`src/rtl/hazard_ctrl_if.sv`:
```
`default_nettype none
// ============================================================================
//  Module      : hazard_ctrl_if
//  Description : Hazard-controller bundle: pipeline status in, hold/flush out.
//  Revision    : 1.0
// ============================================================================
interface hazard_ctrl_if #(
    parameter int CNT_W = 32
);
    logic [4:0]       id_rs1;
    logic [4:0]       id_rs2;
    logic             id_use_rs1;
    logic             id_use_rs2;
    logic [4:0]       ex_rd;
    logic             ex_memread;
    logic             ex_branch_taken;
    logic             ex_mdu_start;
    logic             mdu_done;
    logic             dmem_req;
    logic             dmem_ready;
    logic             pc_stall;
    logic             if_id_stall;
    logic             if_id_flush;
    logic             id_ex_stall;
    logic             id_ex_flush;
    logic             ex_mem_stall;
    logic             ex_mem_flush;
    logic             mem_wb_flush;
    logic             mem_err;
    logic [CNT_W-1:0] stall_cycles;
    logic [1:0]       state;

    modport master (
        input  id_rs1, id_rs2, id_use_rs1, id_use_rs2, ex_rd, ex_memread,
               ex_branch_taken, ex_mdu_start, mdu_done, dmem_req, dmem_ready,
        output pc_stall, if_id_stall, if_id_flush, id_ex_stall, id_ex_flush,
               ex_mem_stall, ex_mem_flush, mem_wb_flush, mem_err, stall_cycles,
               state
    );

    modport slave (
        output id_rs1, id_rs2, id_use_rs1, id_use_rs2, ex_rd, ex_memread,
               ex_branch_taken, ex_mdu_start, mdu_done, dmem_req, dmem_ready,
        input  pc_stall, if_id_stall, if_id_flush, id_ex_stall, id_ex_flush,
               ex_mem_stall, ex_mem_flush, mem_wb_flush, mem_err, stall_cycles,
               state
    );
endinterface
`default_nettype wire

```
`src/rtl/hazard_ctrl.sv`:
```
`default_nettype none
// ============================================================================
//  Module      : hazard_ctrl
//  Description : 5-stage pipeline hold/bubble/flush sequencer with stall
//                counter and data-memory timeout flag.
//  Revision    : 1.0
// ============================================================================
module hazard_ctrl #(
    parameter int MEM_TIMEOUT = 64,
    parameter int CNT_W       = 32
) (
    input  wire logic     clk,
    input  wire logic     rstn,
    hazard_ctrl_if.master bus
);
    localparam int                c_wcnt_w        = $clog2(MEM_TIMEOUT + 1);
    localparam logic [c_wcnt_w-1:0] c_timeout_last = c_wcnt_w'(MEM_TIMEOUT - 1);
    localparam logic [CNT_W-1:0]  c_cnt_max       = '1;

    typedef enum logic [1:0] {
        ST_RUN      = 2'd0,
        ST_MDU_WAIT = 2'd1,
        ST_MEM_WAIT = 2'd2
    } state_t;

    state_t              r_state,     w_state_nxt;
    logic                r_saved_mdu, w_saved_mdu_nxt;
    logic [c_wcnt_w-1:0] r_wait_cnt,  w_wait_cnt_nxt;
    logic                r_mem_err,   w_mem_err_nxt;
    logic [CNT_W-1:0]    r_stall_cycles;

    logic w_memfreeze;
    logic w_loaduse;
    logic w_mdu_mode;
    logic w_pc_stall, w_if_id_stall, w_if_id_flush, w_id_ex_stall;
    logic w_id_ex_flush, w_ex_mem_stall, w_ex_mem_flush, w_mem_wb_flush;

    assign w_memfreeze = bus.dmem_req & ~bus.dmem_ready;
    assign w_loaduse   = bus.ex_memread & (bus.ex_rd != 5'd0) &
                         ((bus.id_use_rs1 & (bus.ex_rd == bus.id_rs1)) |
                          (bus.id_use_rs2 & (bus.ex_rd == bus.id_rs2)));
    // Once a freeze lifts, MEM_WAIT behaves exactly like the state it interrupted.
    assign w_mdu_mode  = (r_state == ST_MDU_WAIT) ||
                         ((r_state == ST_MEM_WAIT) && r_saved_mdu);

    always_ff @(posedge clk) begin
        if (!rstn) begin
            r_state        <= ST_RUN;
            r_saved_mdu    <= 1'b0;
            r_wait_cnt     <= '0;
            r_mem_err      <= 1'b0;
            r_stall_cycles <= '0;
        end else begin
            r_state     <= w_state_nxt;
            r_saved_mdu <= w_saved_mdu_nxt;
            r_wait_cnt  <= w_wait_cnt_nxt;
            r_mem_err   <= w_mem_err_nxt;
            if (w_pc_stall && (r_stall_cycles != c_cnt_max)) begin
                r_stall_cycles <= r_stall_cycles + 1'b1;
            end
        end
    end

    always_comb begin
        w_state_nxt     = r_state;
        w_saved_mdu_nxt = r_saved_mdu;
        w_wait_cnt_nxt  = r_wait_cnt;
        w_mem_err_nxt   = r_mem_err;
        w_pc_stall      = 1'b0;
        w_if_id_stall   = 1'b0;
        w_if_id_flush   = 1'b0;
        w_id_ex_stall   = 1'b0;
        w_id_ex_flush   = 1'b0;
        w_ex_mem_stall  = 1'b0;
        w_ex_mem_flush  = 1'b0;
        w_mem_wb_flush  = 1'b0;

        if (w_memfreeze) begin
            w_pc_stall     = 1'b1;
            w_if_id_stall  = 1'b1;
            w_id_ex_stall  = 1'b1;
            w_ex_mem_stall = 1'b1;
            w_mem_wb_flush = 1'b1;
            if (r_wait_cnt == c_timeout_last) begin
                w_mem_err_nxt   = 1'b1;
                w_wait_cnt_nxt  = '0;
                w_state_nxt     = ST_RUN;
                w_saved_mdu_nxt = 1'b0;
            end else begin
                w_wait_cnt_nxt  = r_wait_cnt + 1'b1;
                w_state_nxt     = ST_MEM_WAIT;
                // A completion seen during the freeze is consumed; the MDU holds it.
                w_saved_mdu_nxt = w_mdu_mode & ~bus.mdu_done;
            end
        end else begin
            w_wait_cnt_nxt  = '0;
            w_saved_mdu_nxt = 1'b0;
            if (w_mdu_mode) begin
                if (bus.mdu_done) begin
                    w_state_nxt = ST_RUN;
                end else begin
                    w_pc_stall     = 1'b1;
                    w_if_id_stall  = 1'b1;
                    w_id_ex_stall  = 1'b1;
                    w_ex_mem_flush = 1'b1;
                    w_state_nxt    = ST_MDU_WAIT;
                end
            end else begin
                w_state_nxt = ST_RUN;
                if (bus.ex_branch_taken) begin
                    w_if_id_flush = 1'b1;
                    w_id_ex_flush = 1'b1;
                end else if (bus.ex_mdu_start && !bus.mdu_done) begin
                    w_pc_stall     = 1'b1;
                    w_if_id_stall  = 1'b1;
                    w_id_ex_stall  = 1'b1;
                    w_ex_mem_flush = 1'b1;
                    w_state_nxt    = ST_MDU_WAIT;
                end else if (w_loaduse) begin
                    w_pc_stall    = 1'b1;
                    w_if_id_stall = 1'b1;
                    w_id_ex_flush = 1'b1;
                end
            end
        end

        if (!rstn) begin
            w_pc_stall     = 1'b0;
            w_if_id_stall  = 1'b0;
            w_if_id_flush  = 1'b0;
            w_id_ex_stall  = 1'b0;
            w_id_ex_flush  = 1'b0;
            w_ex_mem_stall = 1'b0;
            w_ex_mem_flush = 1'b0;
            w_mem_wb_flush = 1'b0;
        end
    end

    assign bus.pc_stall     = w_pc_stall;
    assign bus.if_id_stall  = w_if_id_stall;
    assign bus.if_id_flush  = w_if_id_flush;
    assign bus.id_ex_stall  = w_id_ex_stall;
    assign bus.id_ex_flush  = w_id_ex_flush;
    assign bus.ex_mem_stall = w_ex_mem_stall;
    assign bus.ex_mem_flush = w_ex_mem_flush;
    assign bus.mem_wb_flush = w_mem_wb_flush;
    assign bus.mem_err      = r_mem_err;
    assign bus.stall_cycles = r_stall_cycles;
    assign bus.state        = r_state;
endmodule
`default_nettype wire
```
`src/flat_wrapper.sv`:
```
// flat-port wrapper written by rule: the top's interface ports become plain ports
module hazard_ctrl_flat 
#(
    parameter int MEM_TIMEOUT = 64,
    parameter int CNT_W       = 32
)
  (clk, rstn, bus_id_rs1, bus_id_rs2, bus_id_use_rs1, bus_id_use_rs2, bus_ex_rd, bus_ex_memread, bus_ex_branch_taken, bus_ex_mdu_start, bus_mdu_done, bus_dmem_req, bus_dmem_ready, bus_pc_stall, bus_if_id_stall, bus_if_id_flush, bus_id_ex_stall, bus_id_ex_flush, bus_ex_mem_stall, bus_ex_mem_flush, bus_mem_wb_flush, bus_mem_err, bus_stall_cycles, bus_state);
  hazard_ctrl_if #(.CNT_W(CNT_W)) bus_i ();
  input  wire logic clk;
  input  wire logic rstn;
  input wire logic [$bits(bus_i.id_rs1)-1:0] bus_id_rs1;
  input wire logic [$bits(bus_i.id_rs2)-1:0] bus_id_rs2;
  input wire logic [$bits(bus_i.id_use_rs1)-1:0] bus_id_use_rs1;
  input wire logic [$bits(bus_i.id_use_rs2)-1:0] bus_id_use_rs2;
  input wire logic [$bits(bus_i.ex_rd)-1:0] bus_ex_rd;
  input wire logic [$bits(bus_i.ex_memread)-1:0] bus_ex_memread;
  input wire logic [$bits(bus_i.ex_branch_taken)-1:0] bus_ex_branch_taken;
  input wire logic [$bits(bus_i.ex_mdu_start)-1:0] bus_ex_mdu_start;
  input wire logic [$bits(bus_i.mdu_done)-1:0] bus_mdu_done;
  input wire logic [$bits(bus_i.dmem_req)-1:0] bus_dmem_req;
  input wire logic [$bits(bus_i.dmem_ready)-1:0] bus_dmem_ready;
  output wire logic [$bits(bus_i.pc_stall)-1:0] bus_pc_stall;
  output wire logic [$bits(bus_i.if_id_stall)-1:0] bus_if_id_stall;
  output wire logic [$bits(bus_i.if_id_flush)-1:0] bus_if_id_flush;
  output wire logic [$bits(bus_i.id_ex_stall)-1:0] bus_id_ex_stall;
  output wire logic [$bits(bus_i.id_ex_flush)-1:0] bus_id_ex_flush;
  output wire logic [$bits(bus_i.ex_mem_stall)-1:0] bus_ex_mem_stall;
  output wire logic [$bits(bus_i.ex_mem_flush)-1:0] bus_ex_mem_flush;
  output wire logic [$bits(bus_i.mem_wb_flush)-1:0] bus_mem_wb_flush;
  output wire logic [$bits(bus_i.mem_err)-1:0] bus_mem_err;
  output wire logic [$bits(bus_i.stall_cycles)-1:0] bus_stall_cycles;
  output wire logic [$bits(bus_i.state)-1:0] bus_state;
  assign bus_i.id_rs1 = bus_id_rs1;
  assign bus_i.id_rs2 = bus_id_rs2;
  assign bus_i.id_use_rs1 = bus_id_use_rs1;
  assign bus_i.id_use_rs2 = bus_id_use_rs2;
  assign bus_i.ex_rd = bus_ex_rd;
  assign bus_i.ex_memread = bus_ex_memread;
  assign bus_i.ex_branch_taken = bus_ex_branch_taken;
  assign bus_i.ex_mdu_start = bus_ex_mdu_start;
  assign bus_i.mdu_done = bus_mdu_done;
  assign bus_i.dmem_req = bus_dmem_req;
  assign bus_i.dmem_ready = bus_dmem_ready;
  assign bus_pc_stall = bus_i.pc_stall;
  assign bus_if_id_stall = bus_i.if_id_stall;
  assign bus_if_id_flush = bus_i.if_id_flush;
  assign bus_id_ex_stall = bus_i.id_ex_stall;
  assign bus_id_ex_flush = bus_i.id_ex_flush;
  assign bus_ex_mem_stall = bus_i.ex_mem_stall;
  assign bus_ex_mem_flush = bus_i.ex_mem_flush;
  assign bus_mem_wb_flush = bus_i.mem_wb_flush;
  assign bus_mem_err = bus_i.mem_err;
  assign bus_stall_cycles = bus_i.stall_cycles;
  assign bus_state = bus_i.state;
  hazard_ctrl #(.MEM_TIMEOUT(MEM_TIMEOUT), .CNT_W(CNT_W)) u_core (.clk(clk), .rstn(rstn), .bus(bus_i));
endmodule
```
`config.mk`:
```
export PLATFORM = sky130hd
export DESIGN_NAME = hazard_ctrl_flat
export DESIGN_NICKNAME = d
export VERILOG_FILES = /design/src/rtl/hazard_ctrl_if.sv /design/src/rtl/hazard_ctrl.sv /design/src/flat_wrapper.sv
export SDC_FILE = /design/constraint.sdc
export NUM_CORES = 1
export LEC_CHECK = 0
export ABC_AREA = 1
export CAP_MARGIN = 40
export CORE_MARGIN = 4
export CORE_UTILIZATION = 50
export CTS_CLUSTER_DIAMETER = 150
export CTS_CLUSTER_SIZE = 40
export DETAILED_ROUTE_END_ITERATION = 12
export GPL_TIMING_DRIVEN = 0
export PLACE_DENSITY_LB_ADDON = 0.1
export SYNTH_ARGS = -nofsm -noshare
export SYNTH_HDL_FRONTEND = slang
export SYNTH_SLANG_ARGS = --single-unit
export TNS_END_PERCENT = 10
```
`constraint.sdc`:
```
create_clock -name clk -period 2.55 [get_ports clk]
set_input_delay 0.51 -clock clk [delete_from_list [all_inputs] [get_ports clk]]
set_output_delay 0.51 -clock clk [all_outputs]
set_load 0.01 [all_outputs]
```
==> impl_metrics.py, run 1 <==
metrics = {
    "global_routing": {
        "grt_pass1_vias": 2884,
        "grt_util_all_layers": 0.231,
        "grt_pass1_wl_mm": 12.2,
        "grt_overflow": 0,
        "grt_antenna_before_repair": 0,
        "grt_max_degree": 15,
    },
    "routing": {
        "dr.pass1.iters": 5,
        "wl_mm": 7.16,
        "vias": 3087,
        "ant_nets": 0,
        "route.detailed.drc": 0,
        "wl_met1_mm": 2.96,
        "via_per_inst": 5.15,
        "wl_met3_microns": 581,
        "drt-initial-drc-count": 151,
        "routed.top_layer": "met4",
        "met2_length_mm": 3.42,
        "wl_per_cell_microns": 11.9,
    },
    "clock_tree": {
        "path_clk_slew_ps": 80,
        "cts_hold_buf": 0,
        "cts_tree": "built",
        "h-tree-depth": 2,
        "cts_buffer_depth": 2,
        "root_buffer": "clkbuf_8",
        "numClockSinks": 43,
        "cts_buffers": 5,
        "clock_latency_ps": 300,
    },
    "die": {
        "die_w_microns": 81.7,
        "rows": 26,
        "die_h_microns": 81.7,
        "dieArea_sq_mm": 0.00667,
        "start_util": 0.525,
        "ios": 68,
        "core-area_sq_mm": 0.00517,
    },
    "power_and_ir_drop": {
        "ir_worst_vdd_v": 0.000263,
        "power_density_mw_per_mm2": 412,
        "combPwrFrac": 0.126,
        "p_int_w": 0.00116,
        "sw_frac_of_total": 0.236,
        "clockPowerShare": 0.422,
        "power_switching_w": 0.000358,
        "p_leak_nw": 1.61,
        "seq_power_share": 0.452,
    },
    "critical_path": {
        "required_ps": 2040,
        "start_kind": "input pin",
        "worstPathArrival_ps": 1970,
        "crit_path_top_delay_cell": "clkdlybuf4s50_1",
        "max_stage_delay_ps": 470,
        "crit_path_frequent_cell": "nand2_1",
        "crit_path_cell_trace": "clkdlybuf4s50_1 > inv_1 > nand2_1 > nand2_1 > nor2_1 > nand3_1 > nand2_1 > nand2_1 > nand2_1 > nand2_2 > a21oi_4 > buf_6 > buf_4",
        "crit_type": "input pin to primary output",
        "critPathCaptureType": "primary output",
        "worstPathMaxFanout": 3,
    },
    "sta": {
        "post-route-period-util": 0.972,
        "hold_violations": 0,
        "period_needed_ps": 2480,
        "max_slew_margin": 0.740,
        "maxSlewViolCount": 0,
        "fmax_mhz": 404,
        "rsz0062_at_grt": "yes",
        "hold_ws_ps": 447,
        "fin_ws_ps": 71.9,
        "fin_skew_ps": 5.04,
        "worst_slew_pin_slew_ps": 389,
        "setup_viol_count_final": 0,
    },
    "placement": {
        "dp_slack_ps": -508,
        "place_congestion": 0.885,
        "port_buffers": 67,
        "dpl.hpwl_mm": 5.41,
    },
    "yosys": {
        "synth_edf_count": 0,
        "synth_area_sq_mm": 0.00272,
        "synth_cells": 451,
        "ys_ff_latch": 43,
        "yosysWarnings": 0,
        "syn_area_per_cell_sq_um": 6.02,
        "synth_ff_type": "dfxtp_1",
        "async_reset_ff_frac": 0,
        "synth_fp_nets": 478,
        "synth.distinct_cells": 28,
        "seq_area_frac_synth": 0.317,
    },
    "finish": {
        "antenna_cells": 0,
        "drive_gt1_frac": 0.127,
        "syn2layout_area_growth_pct": 35.3,
        "filler_cell_count": 447,
        "finish.net_count": 555,
    },
    "run": {
        "max_cap_viol_count": 0,
    },
    "status": {
        "outcome": "finished clean",
    },
    "min_path": {
        "hold_class": "flop to flop",
    },
}
==> cell usage in the layout (no fill, tap or decap), types with 6 or more instances in the layout <==
cell type	count
dfxtp_1	43
a21oi_1	15
inv_2	9
nand2_1	128
nand3_1	36
dlymetal6s2s_1	8
nand3_2	7
nor2_2	12
nand2_2	7
clkdlybuf4s50_1	56
nand4_1	13
buf_4	6
nor2_1	86
inv_1	55
==> critical path, delay by kind of cell <==
kind	cells	cell delay [ps]
and+or+nand+nor	8	570
AOI/OAI and AO/OA	1	160
buffers and inverters	4	720
==> sequential cells by signal (all words and copies together) (netlist names) <==
register and cells:
u_core.bus.stall_cycles 32, u_core.r_wait_cnt 7, u_core.bus.state 2, u_core.bus.mem_err 1, u_core.r_saved_mdu 1
==> final cells by class <==
class / instances / area, sq um / share of cell area
Buffer: 10 / 76.3 / 0.0208
Clock buffer: 5 / 68.8 / 0.0187
Clock inverter: 3 / 67.6 / 0.0184
Inverter: 66 / 248 / 0.0674
Multi-Input combinational cell: 332 / 1560 / 0.426
Sequential cell: 43 / 861 / 0.234
Tap cell: 70 / 87.6 / 0.0238
Timing Repair Buffer: 70 / 701 / 0.191
==> power by group through the flow <==
stage / clock network, W / registers (W) / logic (W)
final: 0.000639 / 0.000683 / 0.000191
after global routing: 0.000675 / 0.000685 / 0.000212
after CTS: 0.000647 / 0.000683 / 0.000186
after detailed placement: 0 / 0.000699 / 0.000183
after global placement: 0 / 0.000699 / 0.000180
after floorplan: 0 / 0.000700 / 0.0000917
==> cells by family (layout without fill, tap and decap cells) <==
| family | Yosys count | in the layout | synth area share |
|---|---|---|---|
| AO/OA/AOI/OAI | 24 | 24 | 0.0470 |
| AND/OR/NAND/NOR | 304 | 304 | 0.504 |
| XOR/XNOR | 2 | 2 | 0.00645 |
| buffers and inverters | 76 | 154 | 0.117 |
| adder cells (fa/ha/maj) | 2 | 2 | 0.00922 |
| flip-flops | 43 | 43 | 0.317 |
==> stage by stage <==
stage / std cells / cell area, sq um / total power [W] / util / TNS (ps)
2_1_floorplan: 451 / 2720 / 0.000792 / - / 0
3_3_place_gp: 588 / 3470 / 0.000880 / 0.672 / -1380
3_5_place_dp: 588 / 3470 / 0.000882 / 0.672 / -1350
4_1_cts: 597 / 3620 / 0.00152 / 0.701 / -36.6
5_1_grt: 599 / 3670 / 0.00157 / 0.710 / -103
6_report: 599 / 3670 / 0.00151 / 0.710 / 0
==> what timing repair did <==
action | CTS | global route
endpoints found under the setup margin | 6 | 8
gates cloned | 0 | 0
pin swaps | 1 | 9
gates resized for setup | 11 | 22
setup buffers | 1 | 2
==> cells in the mapped netlist, drive strengths merged (2+ instances only) <==
master	number	area share
nand2	135	0.19
nor2	103	0.16
inv	64	0.088
nand3	44	0.099
dfxtp	43	0.32
a21oi	16	0.029
nand4	13	0.030
buf	9	0.023
nor3	6	0.013
o21ai	5	0.0092
clkinv	2	0.0028
ha	2	0.0092
nor4	2	0.0046
xnor2	2	0.0065
==> layer usage <==
metal | up-vias | track usage
li1 | 1563 | -
met1 | 1375 | 0.257
met2 | 124 | 0.411
met3 | 25 | 0.0746
met4 | 0 | 0.0831
met5 | - | 0
==> worst paths after layout <==
check	cells after the start	slack, ps	end	startpoint
worst max-delay path	13	70	bus_pc_stall	bus_id_rs1[1]
worst min-delay path	2	450	u_core.r_wait_cnt[6]$_SDFF_PP0_	u_core.r_wait_cnt[6]$_SDFF_PP0_
worst max register to register	12	570	u_core.bus.stall_cycles[22]$_SDFFE_PN0P_	u_core.bus.stall_cycles[0]$_SDFFE_PN0P_
worst min register to register	2	450	u_core.r_wait_cnt[6]$_SDFF_PP0_	u_core.r_wait_cnt[6]$_SDFF_PP0_
Note: power is estimated with default switching activity, not from simulation.
==> inputs of run 2 (changes only) <==
- MAX_ROUTING_LAYER: default -> met4
- SETUP_SLACK_MARGIN: default -> 0.2
==> impl_metrics.py, run 2 (synthesis results as in run 1) <==
metrics = {
    "die": {
        "rows": 26,
        "start_util": 0.525,
        "core-area_sq_mm": 0.00517,
        "dieArea_sq_mm": 0.00667,
        "ios": 68,
        "die_w_microns": 81.7,
        "die_h_microns": 81.7,
    },
    "sta": {
        "worst_slew_pin_slew_ps": 355,
        "fin_ws_ps": 82.0,
        "hold_violations": 0,
        "setup_viol_count_final": 0,
        "fmax_mhz": 405,
        "period_needed_ps": 2470,
        "max_slew_margin": 0.763,
        "maxSlewViolCount": 0,
        "hold_ws_ps": 456,
        "fin_skew_ps": 14.5,
        "rsz0062_at_grt": "yes",
        "post-route-period-util": 0.968,
    },
    "clock_tree": {
        "path_clk_slew_ps": 90,
        "cts_buffer_depth": 2,
        "h-tree-depth": 2,
        "numClockSinks": 43,
        "cts_buffers": 5,
        "clock_latency_ps": 310,
        "cts_tree": "built",
        "cts_hold_buf": 0,
        "root_buffer": "clkbuf_8",
    },
    "critical_path": {
        "required_ps": 2040,
        "reg2reg_depth": 12,
        "worstPathArrival_ps": 1960,
        "startpoint": "bus_id_rs2[1]",
        "timing.rr.start": "u_core.bus.stall_cycles[0]$_SDFFE_PN0P_",
        "worstPathMaxFanout": 3,
        "r2r-end": "u_core.bus.stall_cycles[17]$_SDFFE_PN0P_",
        "crit_type": "input pin to primary output",
        "start_kind": "input pin",
        "r2r_slack_ps": 590,
        "critPathCaptureType": "primary output",
    },
    "routing": {
        "route.detailed.drc": 0,
        "via_per_inst": 4.97,
        "wl_per_cell_microns": 11.4,
        "ant_nets": 0,
        "drt-initial-drc-count": 158,
        "wl_mm": 6.84,
        "vias": 2976,
        "dr.pass1.iters": 4,
    },
    "finish": {
        "syn2layout_area_growth_pct": 33.3,
        "final_cell_mix": "nand2_1, nor2_1, inv_1",
        "multi_input_area_sq_mm": 0.00156,
        "final_common_cell": "nand2_1",
        "drive_gt1_frac": 0.123,
        "postLayoutCellArea_sq_mm": 0.00362,
        "finish.net_count": 555,
        "antenna_cells": 0,
        "fin_util": 0.700,
        "regArea_sq_um": 861,
        "largest_reg_flops": 32,
        "filler_cell_count": 451,
    },
    "run": {
        "max_cap_viol_count": 0,
    },
    "min_path": {
        "holdPathStages": 2,
        "holdPathEnd": "u_core.r_wait_cnt[6]$_SDFF_PP0_",
        "hold_class": "flop to flop",
        "hp-start": "u_core.r_wait_cnt[6]$_SDFF_PP0_",
    },
    "global_routing": {
        "grt_max_degree": 17,
        "grt_antenna_before_repair": 0,
        "grt_pass1_vias": 2665,
        "grt_pass1_wl_mm": 11.6,
        "grt_overflow": 0,
        "grt_util_all_layers": 0.223,
    },
    "placement": {
        "dpl.hpwl_mm": 5.31,
        "placed_area_sq_mm": 0.00347,
        "port_buffers": 67,
        "place_congestion": 0.889,
        "dp_slack_ps": -503,
    },
    "status": {
        "outcome": "finished clean",
    },
    "power_and_ir_drop": {
        "ir_worst_vdd_v": 0.000234,
        "power_density_mw_per_mm2": 372,
        "p_leak_nw": 1.61,
    },
}
run 2: layer usage:
layer / global-route usage / wire length (microns) / vias up
li1: - / - / 1555
met2: 0.375 / 3370 / 99
met3: 0.0526 / 462 / 12
met4: 0.0714 / 98 / 0
met1: 0.262 / 2910 / 1310
met5: - / 0 / -
run 2: power breakdown:
group	switching (W)	leakage (nW)	internal (W)
registers	0.00000702	0.347	0.000677
clock network	0.000273	0.0491	0.000202
logic	0.000101	1.21	0.0000863
run 2: area by class of cell:
cell class | instances | area share
multi-input combinational | 332 | 0.431
sequential | 43 | 0.238
timing repair buffer | 70 | 0.191
inverter | 66 | 0.0691
tap | 70 | 0.0242
buffer | 10 | 0.0211
clock buffer | 5 | 0.0190
clock inverter | 3 | 0.00726
run 2: critical path: stages:
cell and delay, ps:
clkdlybuf4s50_1 470, inv_1 40, nand2_1 50, nand2_1 50, nor2_1 100, nand3_1 80
nand2_1 60, nand2_1 70, nand2_1 80, nand2_2 80, a21oi_4 160, buf_6 110
buf_6 90
run 2: worst max path at each step:
stage | endpoint | depth (start not counted) | slack [ps]
after floorplan | bus_pc_stall | 10 | 550
after global placement | bus_pc_stall | 13 | -540
after detailed placement | bus_pc_stall | 13 | -500
after CTS | bus_pc_stall | 13 | 40
after global routing | bus_pc_stall | 13 | -40
final | bus_pc_stall | 13 | 80
run 2: repair_timing:
| item | in CTS | in global routing |
|---|---|---|
| setup buffers | 1 | 2 |
| setup endpoints to repair | 8 | 7 |
| pin swaps | 1 | 8 |
| gates resized for setup | 26 | 16 |
run 2: metrics by stage:
stage | std cells | setup TNS, ps | power (W)
after detailed placement | 588 | -1280 | 0.000882
after global placement | 588 | -1390 | 0.000880
after CTS | 597 | 0 | 0.00135
after floorplan | 451 | 0 | 0.000792
final | 599 | 0 | 0.00135
after global routing | 599 | -37.3 | 0.00141
